$ cat src/rtl/sdr_pkg.sv
// Shared definitions for the SDR sender path: state encoding, word width
// and the frame-length helper used by anything that needs to know how many
// serial bit slots a frame occupies.
package sdr_pkg;

  localparam int SDR_DATA_W = 16;

  typedef enum logic [2:0] {
    ST_IDLE   = 3'd0,
    ST_START  = 3'd1,
    ST_DATA   = 3'd2,
    ST_PARITY = 3'd3,
    ST_STOP   = 3'd4
  } sdr_state_t;

  // Number of bit slots in one frame: start + data + optional parity + stop.
  function automatic int sdr_frame_bits(input int parity_en);
    return SDR_DATA_W + 2 + ((parity_en != 0) ? 1 : 0);
  endfunction

endpackage

$ cat src/rtl/sdr_baud_tick.sv
// Baud counter for the serializer. Counts 0..CLKS_PER_BIT-1 and flags the
// last cycle of each bit slot. A synchronous clear holds it at 0 so the
// first bit of a frame always gets a full bit time.
module sdr_baud_tick #(
  parameter int CLKS_PER_BIT = 4
) (
  input  logic clk,
  input  logic Reset_n,
  input  logic clear,
  output logic bit_end
);

  // Counter must hold CLKS_PER_BIT-1; at least one bit wide for the 2-cycle case.
  localparam int CNT_W = (CLKS_PER_BIT > 2) ? $clog2(CLKS_PER_BIT) : 1;
  localparam logic [CNT_W-1:0] CNT_MAX = CNT_W'(CLKS_PER_BIT - 1);

  logic [CNT_W-1:0] cnt_reg;
  logic [CNT_W-1:0] cnt_next;

  // Next count: clear or wrap at the end of a bit, otherwise advance.
  always_comb begin
    cnt_next = cnt_reg;
    if (clear || (cnt_reg == CNT_MAX)) begin
      cnt_next = '0;
    end else begin
      cnt_next = cnt_reg + CNT_W'(1);
    end
  end

  // Count register.
  always_ff @(posedge clk or negedge Reset_n) begin
    if (!Reset_n) begin
      cnt_reg <= '0;
    end else begin
      cnt_reg <= cnt_next;
    end
  end

  // While cleared the counter is parked, so no bit can end.
  assign bit_end = !clear && (cnt_reg == CNT_MAX);

endmodule

$ cat src/rtl/sdr_serializer.sv
// Serializer at the end of the sender path. Captures a word on Transmit and
// sends start, 16 data bits LSB first, optional even parity, stop. All outputs
// come straight from flops; the line level for the next cycle is derived from
// the next state so there is no input-to-output combinational path.
module sdr_serializer
  import sdr_pkg::*;
#(
  parameter int DATA_W       = SDR_DATA_W,
  parameter int CLKS_PER_BIT = 4,
  parameter int PARITY_EN    = 1
) (
  input  logic              clk,
  input  logic              Reset_n,
  input  logic              Transmit,
  input  logic [DATA_W-1:0] sdrDataIn,
  output logic              Ready,
  output logic              SerialOut,
  output logic              FrameDone
);

  localparam logic [3:0] LAST_BIT = 4'(DATA_W - 1);

  sdr_state_t        state_reg, state_next;
  logic [DATA_W-1:0] shift_reg, shift_next;
  logic [3:0]        bit_cnt_reg, bit_cnt_next;
  logic              parity_reg, parity_next;
  logic              serial_reg, serial_next;
  logic              ready_reg, ready_next;
  logic              done_reg, done_next;
  logic              baud_clear;
  logic              bit_end;

  // Baud timing restarts from zero on every capture, since IDLE holds it cleared.
  assign baud_clear = (state_reg == ST_IDLE);

  sdr_baud_tick #(
    .CLKS_PER_BIT(CLKS_PER_BIT)
  ) u_baud (
    .clk    (clk),
    .Reset_n(Reset_n),
    .clear  (baud_clear),
    .bit_end(bit_end)
  );

  // Frame sequencing plus the registered line, ready and done values.
  always_comb begin
    state_next   = state_reg;
    shift_next   = shift_reg;
    bit_cnt_next = bit_cnt_reg;
    parity_next  = parity_reg;
    done_next    = 1'b0;
    serial_next  = 1'b1;
    ready_next   = 1'b0;

    case (state_reg)
      ST_IDLE: begin
        // Transmit while busy never reaches here, so it is ignored by construction.
        if (Transmit) begin
          state_next   = ST_START;
          shift_next   = sdrDataIn;
          parity_next  = ^sdrDataIn;
          bit_cnt_next = '0;
        end
      end
      ST_START: begin
        if (bit_end) begin
          state_next = ST_DATA;
        end
      end
      ST_DATA: begin
        if (bit_end) begin
          shift_next   = shift_reg >> 1;
          bit_cnt_next = bit_cnt_reg + 4'd1;
          if (bit_cnt_reg == LAST_BIT) begin
            state_next = (PARITY_EN != 0) ? ST_PARITY : ST_STOP;
          end
        end
      end
      ST_PARITY: begin
        if (bit_end) begin
          state_next = ST_STOP;
        end
      end
      ST_STOP: begin
        if (bit_end) begin
          state_next = ST_IDLE;
          done_next  = 1'b1;
        end
      end
      default: begin
        state_next = ST_IDLE;
      end
    endcase

    // Line level for the slot the FSM is entering; idle and stop are both high.
    case (state_next)
      ST_START:  serial_next = 1'b0;
      ST_DATA:   serial_next = shift_next[0];
      ST_PARITY: serial_next = parity_next;
      default:   serial_next = 1'b1;
    endcase

    ready_next = (state_next == ST_IDLE);
  end

  // State, datapath and output registers; reset abandons any frame in flight.
  always_ff @(posedge clk or negedge Reset_n) begin
    if (!Reset_n) begin
      state_reg   <= ST_IDLE;
      shift_reg   <= '0;
      bit_cnt_reg <= '0;
      parity_reg  <= 1'b0;
      serial_reg  <= 1'b1;
      ready_reg   <= 1'b1;
      done_reg    <= 1'b0;
    end else begin
      state_reg   <= state_next;
      shift_reg   <= shift_next;
      bit_cnt_reg <= bit_cnt_next;
      parity_reg  <= parity_next;
      serial_reg  <= serial_next;
      ready_reg   <= ready_next;
      done_reg    <= done_next;
    end
  end

  assign Ready     = ready_reg;
  assign SerialOut = serial_reg;
  assign FrameDone = done_reg;

endmodule

$ cat config.mk
export PLATFORM = sky130hd
export DESIGN_NAME = sdr_serializer
export DESIGN_NICKNAME = d
export VERILOG_FILES = /design/src/rtl/sdr_pkg.sv /design/src/rtl/sdr_baud_tick.sv /design/src/rtl/sdr_serializer.sv
export SDC_FILE = /design/constraint.sdc
export NUM_CORES = 1
export LEC_CHECK = 0
export CAP_MARGIN = 20
export CORE_MARGIN = 2
export CORE_UTILIZATION = 40
export DETAILED_ROUTE_END_ITERATION = 16
export PLACE_DENSITY = 0.61
export SYNTH_ARGS = -nofsm -noshare
export SYNTH_HDL_FRONTEND = slang
export SYNTH_SLANG_ARGS = --single-unit
$ cat constraint.sdc
create_clock -name clk -period 1.5 [get_ports clk]
set_input_delay 0.45 -clock clk [delete_from_list [all_inputs] [get_ports clk]]
set_output_delay 0.45 -clock clk [all_outputs]
set_load 0.02 [all_outputs]
==> impl_metrics.env <==
export IMPL_slew_violations=0
export IMPL_max_vdd_ir_drop_uv=671.1
export IMPL_synth_seq_cells=29
export IMPL_crit_required_ns=1.78
export IMPL_slew_headroom_pct=83.91
export IMPL_dp_hpwl_um=2213
export IMPL_grt_pass1_wl_um=5195
export IMPL_hold_path_class="input port to register"
export IMPL_grt_overflow=0
export IMPL_path_cells="ha_4 > and4bb_4 > buf_6 > nor2_4 > nand2_2 > and4b_1 > a21oi_1"
export IMPL_die_area_um2=3899
export IMPL_syn_nets=154
export IMPL_violations="negative setup slack"
export IMPL_fill_cells=313
export IMPL_crit_fanout=4
export IMPL_grt_max_degree=17
export IMPL_skew_ns=0.01236
export IMPL_timing_final_ws_setup_ns=-0.009105
export IMPL_ioPinCount=22
export IMPL_fin_crit_sh_pct=100.6
export IMPL_cap_viol_max_count=0
export IMPL_fmaxAchievable_ghz=0.6626
export IMPL_numCtsBuffers=5
export IMPL_critical_path_max_stage_delay_ns=0.42
export IMPL_post_synth_top_area_cell="dfrtp_1"
export IMPL_hold_slack_ns=0.4083
export IMPL_multiInputGateArea_um2=661.9
export IMPL_hold_violations=0
export IMPL_yosys_warnings=0
export IMPL_port_buffers=21
export IMPL_worst_setup_path_end_kind="register"
export IMPL_fin_nets=201
export IMPL_final_cells=227
export IMPL_dp_cells=214
export IMPL_arrival_ns=1.79
export IMPL_antenna_cells=0
export IMPL_crit_type="register to register"
export IMPL_ctsHoldBuffers=0
export IMPL_power_density_nw_per_um2=1653
export IMPL_die_x_um=62.45
export IMPL_start_util_pct=41.27
export IMPL_cts_tree="built"
export IMPL_via_per_inst=5.040
export IMPL_setup_viol=1
export IMPL_clkTransAtPathRegs_ns=0.10
export IMPL_grt_pass1_vias=1186
export IMPL_wirelength_um=3053
export IMPL_largest_reg_flops=16
export IMPL_synth_top_area_share_pct=49.45
export IMPL_syn_inst=133
export IMPL_leakagePower_uw=0.0009781
export IMPL_place_congestion=0.7289
export IMPL_critPathTopFamily="simple AND/OR/NAND/NOR gates"
export IMPL_yosysSeqAreaShare_pct=53.30
export IMPL_h_tree_depth=2
export IMPL_ctsLongestPathBuffers=2
export IMPL_startpoint_type="register"
export IMPL_cts_sinks=29
export IMPL_ff_latch_area_um2=728.2
export IMPL_drtIter0Drc=41
export IMPL_clk_root_buffer_cell="clkbuf_4"
export IMPL_crit_buf_inv=1
export IMPL_drc=0
export IMPL_die_h_um=62.45
export IMPL_worstSkewPairLatency_ns=0.34
export IMPL_synth_area_leaders="dfrtp_1, nand2_1, xnor2_1"
export IMPL_core_area_um2=3311
export IMPL_avgRoutedWirePerCell_um=13.45
export IMPL_drive_above_1_share_pct=25.97
export IMPL_grt_usage_pct=17.52
export IMPL_syn2layout_area_growth_pct=43.59
export IMPL_dr_pass1_iters=4
export IMPL_rows=21
export IMPL_antenna_found_initial=0
export IMPL_route_antenna_remaining_nets=0
export IMPL_synthesis_area_um2=1366
export IMPL_layout_min_cycle_time_ns=1.509
export IMPL_ys_types=23
export IMPL_rsz0062_at_grt="true"
export IMPL_vias=1144
export IMPL_outcome="finished, violations left"
export IMPL_slowest_stage="dfrtp_1"
export IMPL_tightest_slew_ns=0.2396
export IMPL_syn_avg_cell_area_um2=10.27
-- tightest hold or removal path, stage by stage --
cell	delay, ns
dlymetal6s2s_1	0.13
nand2_1	0.06
o21ai_0	0.06
-- kinds of logic (layout without fill, tap and decap cells) --
| family | after synthesis | after routing | share of synthesized area, % |
|---|---|---|---|
| AND/OR/NAND/NOR | 56 | 56 | 19.23 |
| buffers and inverters | 5 | 53 | 1.831 |
| AO/OA/AOI/OAI | 22 | 22 | 11.45 |
| multiplexers | 1 | 1 | 0.8241 |
| flip-flops | 29 | 29 | 53.30 |
| XOR/XNOR | 18 | 18 | 11.54 |
| adder cells (fa/ha/maj) | 2 | 2 | 1.831 |
-- Yosys cell counts (all sizes together) --
cell / number
and4b: 1
ha: 2
dfrtp: 27
dfstp: 2
nor2: 6
and3: 1
nand4: 2
nor3b: 1
nor4b: 1
o21ai: 3
nand2b: 2
and4bb: 1
a21oi: 2
xnor2: 13
buf: 5
a22oi: 15
o211ai: 1
nand2: 38
o22ai: 1
mux2: 1
xor2: 5
nor3: 3
-- through the flow --
stage	total power [uW]	worst slack, ns	area (um^2)	setup TNS (ns)	utilization (%)
3_3_place_gp	2512	-0.3267	1773	-6.287	53.55
4_1_cts	3156	0.003409	1857	0	56.08
6_report	3244	-0.009105	1962	-0.009105	59.26
2_1_floorplan	2028	0.008627	1366	0	-
3_5_place_dp	2577	-0.3301	1773	-6.447	53.55
5_1_grt	3515	-0.07259	1962	-0.2973	59.26
-- worst paths after layout --
check | startpoint | end | cells past startpoint | slack [ns]
max | u_baud.cnt_reg[0] | SerialOut | 7 | -0.009
min reg2reg | shift_reg[2] | shift_reg[1] | 2 | 0.48
max reg2reg | u_baud.cnt_reg[0] | SerialOut | 7 | -0.009
max in group asynchronous | Reset_n | Ready | 2 | 0.83
min | sdrDataIn[15] | shift_reg[15] | 3 | 0.41
min in group asynchronous | Reset_n | state_reg[1] | 2 | 0.43
-- timing repair --
| item | 4_1_cts | 5_1_grt |
|---|---|---|
| buffers inserted | 1 | 4 |
| setup endpoints to repair | 5 | 18 |
| pin swaps | 0 | 16 |
| resized for setup | 14 | 21 |
-- cell type report --
class / count / share of cell area [%]
Clock buffer: 7 / 3.316
Clock inverter: 1 / 0.2551
Multi-Input combinational cell: 99 / 33.74
Sequential cell: 29 / 37.12
Tap cell: 46 / 2.934
Timing Repair Buffer: 45 / 22.64
-- where the power goes --
part	switching [uW]	internal [uW]
Sequential	205	1120
Clock	284	271
Combinational	650	711
-- cells in the final DEF, fill, tap and decap left out, drive strengths merged --
master         Yosys  routed
a21oi              2       2
a22oi             15      15
and3               1       1
and4b              1       1
and4bb             1       1
buf                5      26
clkbuf             0       7
clkdlybuf4s15      0       1
clkdlybuf4s50      0       9
clkinv             0       1
dfrtp             27      27
dfstp              2       2
dlymetal6s2s       0       9
ha                 2       2
mux2               1       1
nand2             38      38
nand2b             2       2
nand4              2       2
nor2               6       6
nor3               3       3
nor3b              1       1
nor4b              1       1
o211ai             1       1
o21ai              3       3
o22ai              1       1
xnor2             13      13
xor2               5       5
-- metal layers --
metal	vias up	GRT usage (%)	share of wire, %
met2	28	30.91	53
li1	552	-	-
met4	0	7.778	1.7
met1	558	19.20	41
met3	6	5.586	4.7
met5	-	0	0
Note: power is estimated with default switching activity, not from simulation.
